$ cat config.mk
export PLATFORM = sky130hd
export DESIGN_NAME = bootram_loader_flat
export DESIGN_NICKNAME = d
export VERILOG_FILES = /design/src/rtl/bootram_loader_pkg.sv /design/src/rtl/bootram_loader_if.sv /design/src/rtl/bootram_loader_asm.sv /design/src/rtl/bootram_loader.sv /design/src/flat_wrapper.sv
export SDC_FILE = /design/constraint.sdc
export NUM_CORES = 1
export LEC_CHECK = 0
export ABC_AREA = 1
export CORE_ASPECT_RATIO = 1.25
export CORE_UTILIZATION = 30
export CTS_CLUSTER_DIAMETER = 80
export DETAILED_ROUTE_END_ITERATION = 8
export MAX_ROUTING_LAYER = met4
export PLACE_DENSITY = 0.44
export SLEW_MARGIN = 40
export SYNTH_ARGS = -nofsm -noshare
export SYNTH_HDL_FRONTEND = slang
export SYNTH_SLANG_ARGS = --single-unit
$ cat constraint.sdc
create_clock -name clk -period 5.27 [get_ports clk]
set_clock_uncertainty 0.2 [all_clocks]
set_input_delay 1.054 -clock clk [delete_from_list [all_inputs] [get_ports clk]]
set_output_delay 1.054 -clock clk [all_outputs]
set_load 0.02 [all_outputs]
$ cat src/rtl/bootram_loader_pkg.sv
// Shared types and constants for the boot RAM loader: FSM states and frame framing constants.
package bootram_loader_pkg;

    typedef enum logic [2:0] {
        ST_IDLE,
        ST_SYNC,
        ST_HDR,
        ST_DATA,
        ST_CHK,
        ST_DONE,
        ST_ERR
    } state_t;

    localparam logic [7:0] SYNC_BYTE = 8'hA5;
    localparam int         HDR_LEN   = 4;

    // States in which a frame is being received and bytes are accepted.
    function automatic logic is_busy(state_t s);
        return (s == ST_SYNC) || (s == ST_HDR) || (s == ST_DATA) || (s == ST_CHK);
    endfunction

endpackage

$ cat src/rtl/bootram_loader_if.sv
// Byte stream input and RAM write port of the boot RAM loader, bundled as one interface.
interface bootram_loader_if #(
    parameter int DATA = 32,
    parameter int ADDR = 12
);
    logic [7:0]      rx_data;
    logic            rx_valid;
    logic            rx_ready;
    logic            ram_ce;
    logic            ram_we;
    logic [ADDR-1:0] ram_addr;
    logic [DATA-1:0] ram_write;

    modport master (
        input  rx_data, rx_valid,
        output rx_ready, ram_ce, ram_we, ram_addr, ram_write
    );

    modport slave (
        output rx_data, rx_valid,
        input  rx_ready, ram_ce, ram_we, ram_addr, ram_write
    );
endinterface

$ cat src/rtl/bootram_loader_asm.sv
// Little-endian byte-to-word assembler: byte k of a word lands in bits [8k+7:8k], and the
// finished word is copied to a holding register with a one-cycle ready pulse.
module bootram_loader_asm #(
    parameter int DATA = 32
) (
    input  logic            clk,
    input  logic            reset,
    input  logic            clr,
    input  logic            push,
    input  logic [7:0]      push_byte,
    output logic            last_lane,
    output logic            word_ready,
    output logic [DATA-1:0] word
);
    localparam int BYTES = DATA / 8;
    localparam int LW    = (BYTES > 1) ? $clog2(BYTES) : 1;

    logic [LW-1:0]   lane_reg;
    logic [DATA-1:0] shift_reg;
    logic [DATA-1:0] shift_next;
    logic [DATA-1:0] word_reg;
    logic            word_ready_reg;

    assign last_lane  = (lane_reg == LW'(BYTES - 1));
    assign word_ready = word_ready_reg;
    assign word       = word_reg;

    genvar gi;
    generate
        for (gi = 0; gi < BYTES; gi++) begin : g_lane
            assign shift_next[8*gi +: 8] = (lane_reg == LW'(gi)) ? push_byte : shift_reg[8*gi +: 8];
        end
    endgenerate

    // The holding register frees the shift register, so the next word can start while
    // the previous one is being written.
    always_ff @(posedge clk) begin
        if (reset) begin
            lane_reg       <= '0;
            shift_reg      <= '0;
            word_reg       <= '0;
            word_ready_reg <= 1'b0;
        end else begin
            word_ready_reg <= push && last_lane;
            if (clr) begin
                lane_reg <= '0;
            end else if (push) begin
                shift_reg <= shift_next;
                if (last_lane) begin
                    lane_reg <= '0;
                    word_reg <= shift_next;
                end else begin
                    lane_reg <= lane_reg + LW'(1);
                end
            end
        end
    end

endmodule

$ cat src/rtl/bootram_loader.sv
// Boot RAM loader: parses a framed byte stream, writes assembled words to RAM and holds the
// CPU in reset until a frame with a good checksum has been loaded.
module bootram_loader
    import bootram_loader_pkg::*;
#(
    parameter int DATA    = 32,
    parameter int ADDR    = 12,
    parameter int TIMEOUT = 100000
) (
    input  logic              clk,
    input  logic              reset,
    input  logic              start,
    bootram_loader_if.master  bus,
    output logic              cpu_hold,
    output logic              busy,
    output logic              done,
    output logic              error
);
    localparam int TW = (TIMEOUT > 1) ? $clog2(TIMEOUT + 1) : 1;

    state_t          state_reg;
    logic [1:0]      hdr_idx_reg;
    logic [7:0]      base_lo_reg;
    logic [15:0]     cnt_reg;
    logic [7:0]      sum_reg;
    logic [TW-1:0]   tmo_reg;
    logic [ADDR-1:0] waddr_reg;
    logic [ADDR-1:0] addr_reg;

    logic            accept;
    logic            tmo_hit;
    logic            last_lane;
    logic            word_ready;
    logic [DATA-1:0] word;
    logic [7:0]      sum_next;

    assign accept   = bus.rx_valid && bus.rx_ready;
    assign sum_next = sum_reg + bus.rx_data;
    assign tmo_hit  = (TIMEOUT != 0) && !accept && (32'(tmo_reg) == 32'(TIMEOUT - 1));

    bootram_loader_asm #(.DATA(DATA)) u_asm (
        .clk        (clk),
        .reset      (reset),
        .clr        (state_reg != ST_DATA),
        .push       (accept && (state_reg == ST_DATA)),
        .push_byte  (bus.rx_data),
        .last_lane  (last_lane),
        .word_ready (word_ready),
        .word       (word)
    );

    always_ff @(posedge clk) begin
        if (reset) begin
            state_reg   <= ST_IDLE;
            hdr_idx_reg <= '0;
            base_lo_reg <= '0;
            cnt_reg     <= '0;
            sum_reg     <= '0;
            tmo_reg     <= '0;
            waddr_reg   <= '0;
            addr_reg    <= '0;
        end else begin
            // Idle-gap watchdog; SYNC is excluded so the loader can wait forever for a frame.
            if ((state_reg == ST_HDR) || (state_reg == ST_DATA) || (state_reg == ST_CHK)) begin
                if (accept)       tmo_reg   <= '0;
                else if (tmo_hit) state_reg <= ST_ERR;
                else              tmo_reg   <= tmo_reg + TW'(1);
            end

            case (state_reg)
                ST_IDLE, ST_DONE, ST_ERR: begin
                    if (start) begin
                        state_reg <= ST_SYNC;
                        tmo_reg   <= '0;
                    end
                end
                ST_SYNC: begin
                    if (accept && (bus.rx_data == SYNC_BYTE)) begin
                        state_reg   <= ST_HDR;
                        hdr_idx_reg <= '0;
                        sum_reg     <= '0;
                        tmo_reg     <= '0;
                    end
                end
                ST_HDR: begin
                    if (accept) begin
                        sum_reg     <= sum_next;
                        hdr_idx_reg <= hdr_idx_reg + 2'd1;
                        case (hdr_idx_reg)
                            2'd0:    base_lo_reg <= bus.rx_data;
                            2'd1:    waddr_reg   <= ADDR'({bus.rx_data, base_lo_reg});
                            2'd2:    cnt_reg[7:0] <= bus.rx_data;
                            default: cnt_reg[15:8] <= bus.rx_data;
                        endcase
                        if (hdr_idx_reg == 2'(HDR_LEN - 1)) begin
                            state_reg <= ({bus.rx_data, cnt_reg[7:0]} == 16'd0) ? ST_CHK : ST_DATA;
                        end
                    end
                end
                ST_DATA: begin
                    if (accept) begin
                        sum_reg <= sum_next;
                        if (last_lane) begin
                            addr_reg  <= waddr_reg;
                            waddr_reg <= waddr_reg + ADDR'(1);
                            cnt_reg   <= cnt_reg - 16'd1;
                            if (cnt_reg == 16'd1) state_reg <= ST_CHK;
                        end
                    end
                end
                ST_CHK: begin
                    if (accept) begin
                        sum_reg   <= sum_next;
                        state_reg <= (sum_next == 8'h00) ? ST_DONE : ST_ERR;
                    end
                end
                default: state_reg <= ST_IDLE;
            endcase
        end
    end

    assign bus.rx_ready  = is_busy(state_reg);
    assign bus.ram_we    = word_ready;
    assign bus.ram_ce    = word_ready;
    assign bus.ram_addr  = addr_reg;
    assign bus.ram_write = word;
    assign busy          = is_busy(state_reg);
    assign cpu_hold      = (state_reg != ST_DONE);
    assign done          = (state_reg == ST_DONE);
    assign error         = (state_reg == ST_ERR);

endmodule

$ cat src/flat_wrapper.sv
// flat-port wrapper written by rule: the top's interface ports become plain ports
module bootram_loader_flat import bootram_loader_pkg::*;
#(
    parameter int DATA    = 32,
    parameter int ADDR    = 12,
    parameter int TIMEOUT = 100000
)
  (clk, reset, start, cpu_hold, busy, done, error, bus_rx_data, bus_rx_valid, bus_rx_ready, bus_ram_ce, bus_ram_we, bus_ram_addr, bus_ram_write);
  bootram_loader_if #(.DATA(DATA), .ADDR(ADDR)) bus_i ();
  input  logic clk;
  input  logic reset;
  input  logic start;
  output logic cpu_hold;
  output logic busy;
  output logic done;
  output logic error;
  input wire logic [$bits(bus_i.rx_data)-1:0] bus_rx_data;
  input wire logic [$bits(bus_i.rx_valid)-1:0] bus_rx_valid;
  output wire logic [$bits(bus_i.rx_ready)-1:0] bus_rx_ready;
  output wire logic [$bits(bus_i.ram_ce)-1:0] bus_ram_ce;
  output wire logic [$bits(bus_i.ram_we)-1:0] bus_ram_we;
  output wire logic [$bits(bus_i.ram_addr)-1:0] bus_ram_addr;
  output wire logic [$bits(bus_i.ram_write)-1:0] bus_ram_write;
  assign bus_i.rx_data = bus_rx_data;
  assign bus_i.rx_valid = bus_rx_valid;
  assign bus_rx_ready = bus_i.rx_ready;
  assign bus_ram_ce = bus_i.ram_ce;
  assign bus_ram_we = bus_i.ram_we;
  assign bus_ram_addr = bus_i.ram_addr;
  assign bus_ram_write = bus_i.ram_write;
  bootram_loader #(.DATA(DATA), .ADDR(ADDR), .TIMEOUT(TIMEOUT)) u_core (.clk(clk), .reset(reset), .start(start), .bus(bus_i), .cpu_hold(cpu_hold), .busy(busy), .done(done), .error(error));
endmodule
==> results.py <==
metrics = {
    "global_routing": {
        "overflow": 0,
        "grt_max_degree": 99,
        "grt_usage_pct": 17.2,
        "grt_pass1_wl_mm": 31.8,
        "grt_pass1_vias": 6098,
        "grt_antenna_before_repair": 0,
    },
    "synth": {
        "ys_top_cells_by_count": "nand2_1 (225), dfxtp_1 (137), inv_1 (118)",
        "yosysTopAreaCell": "dfxtp_1",
        "synth_area_um2": 6990,
        "synth_top_area_share_pct": 39.3,
        "synth.most_common_cell": "nand2_1",
        "ys_top_cells_by_area": "dfxtp_1 (39%), nand2_1 (12%), o21ai_0 (7.6%)",
        "syn_avg_cell_area_um2": 6.92,
        "ys_ff_latch": 137,
        "ys_seq_area_share_pct": 39.3,
        "synthesis.nets": 1042,
        "synth_edf_count": 0,
        "async_flop_share_pct": 0,
        "netlist_instances": 1010,
        "ys.flop_type": "dfxtp_1",
        "synth_warnings": 0,
        "post_synth_num_cell_types": 44,
    },
    "route": {
        "first_pass_iters": 6,
        "drt_iter0_markers": 312,
        "routedWlPerCell_um": 14.2,
        "drcViolationCount": 10,
        "via_per_inst": 4.71,
        "wl_mm": 19.3,
        "vias": 6377,
        "ant_nets": 0,
    },
    "layout": {
        "fillCellCount": 2469,
        "drive_gt1_share_pct": 8.06,
        "area.growth.synth_to_final_pct": 20.2,
        "largest_reg_flops": 32,
        "final_util_pct": 36.7,
        "fin_cells": 1355,
        "final_nets": 1086,
        "register_area_um2": 2740,
        "antenna-diode-count": 0,
        "multiInputGateArea_um2": 3540,
    },
    "pwr": {
        "p_leak_nw": 3.37,
        "peakVddDrop_uv": 224,
        "power_density_nw_per_um2": 281,
    },
    "cts": {
        "htree_levels": 4,
        "clockBufferDepth": 2,
        "cts_resized": 0,
        "postCtsHoldBufs": 0,
        "cts_tree": "built",
        "clock_latency_ps": 420,
        "clk_pin_slew_worst_paths_ps": 70,
        "postCtsSetupRepairBufs": 0,
        "numCtsBuffers": 17,
        "cts_root_buf": "clkbuf_16",
        "clock-sinks": 137,
    },
    "critical_path": {
        "crit_required_ps": 5420,
        "path_max_fanout": 51,
        "cp.arrival_ps": 3500,
        "end_kind": "register",
        "path_class": "in -> reg",
        "cp-start-kind": "input pin",
        "ff2ff_setup_slack_ps": 2570,
    },
    "sta": {
        "setup_tns_ps": 0,
        "worst_slew_pin_slew_ps": 746,
        "rsz0062_at_grt": "no",
        "fmax_mhz": 298,
        "period_needed_ps": 3360,
        "setup_slack_ps": 1910,
        "drv_slew": 0,
        "setup_viol": 0,
        "hold_violations": 0,
        "hold_ws_ps": 250,
        "fin_crit_sh_pct": 63.7,
        "slew_headroom_pct": 50.3,
    },
    "flow_run": {
        "cap_viol_max_count": 0,
    },
    "min_path": {
        "hp-class": "reg -> reg",
    },
    "status": {
        "violations": "design-rule violations",
        "status": "finished with violations",
    },
    "placement": {
        "port_buffers": 62,
        "dp_hpwl_mm": 13.2,
        "dp_cells": 1323,
        "pre_cts_slack_ps": 1440,
        "gp_congestion": 0.837,
    },
    "floorplan": {
        "dieWidth_um": 138,
        "ios": 63,
        "coreArea_um2": 22900,
        "rows": 62,
        "dieArea_um2": 23900,
        "fp.dieH_um": 173,
        "start_util_pct": 30.5,
    },
}
## through the flow
stage	total power [mW]	instance area, µm²
after floorplan	1.13	6990
after global placement	1.18	7800
after detailed placement	1.18	7810
after CTS	2.40	8400
after global routing	2.45	8400
final	2.36	8400
## metal layers
metal / wire [µm] / vias up / GRT usage [%]
met5: 0 / - / -
met4: 289 / 0 / 5.52
met3: 397 / 17 / 2.63
met2: 9030 / 77 / 27.8
met1: 9540 / 2922 / 21.8
li1: - / 3361 / -
## path summary, 6_finish.rpt
kind,from,endpoint,depth (start not counted)
hold / removal,u_core.u_asm.shift_reg[8],u_core.u_asm.shift_reg[8],2
setup reg to reg,u_core.state_reg[0],u_core.u_asm.word[31],8
hold reg to reg,u_core.u_asm.shift_reg[8],u_core.u_asm.shift_reg[8],2
setup / recovery,bus_rx_valid,u_core.u_asm.word[31],7
## layout make-up
| type | instances | area share, % |
|---|---|---|
| clock inverter | 14 | 1.80 |
| clock buffer | 18 | 5.23 |
| timing repair buffer | 68 | 7.97 |
| sequential | 137 | 32.7 |
| inverter | 131 | 5.88 |
| multi-input combinational | 699 | 42.2 |
| tap | 288 | 4.29 |
## kinds of logic after synthesis
group / synth area share [%]
xor+xnor: 2.01
compound gates: 17.7
flops: 39.3
simple gates: 27.2
fa+ha+maj: 3.69
mux: 0.143
buf+inv: 10.0
## layout by cell type, fill, tap and decap left out, types with 5 or more instances in the layout
cell / n
a31oi_1: 14
inv_1: 117
a21oi_1: 71
dfxtp_1: 137
o21ai_0: 106
nor2_4: 6
nand2_1: 225
xor2_1: 15
inv_2: 12
clkbuf_16: 17
nand3_1: 80
o21ai_1: 21
ha_1: 19
nor3_1: 11
nand2_2: 8
inv_6: 5
buf_4: 5
clkdlybuf4s50_1: 62
nand4_1: 6
nor2_1: 84
## critical path, stage by stage
cell	delay, ps
clkdlybuf4s50_1	730
nand2_4	380
nor2_8	310
inv_2	80
nor2_4	470
inv_2	250
o21ai_0	200
## report_power, final
part           internal, mW  switching, mW
Clock                 0.684          0.526
Sequential             1.04        0.00219
Combinational        0.0337         0.0794
Note: power is estimated with default switching activity, not from simulation.
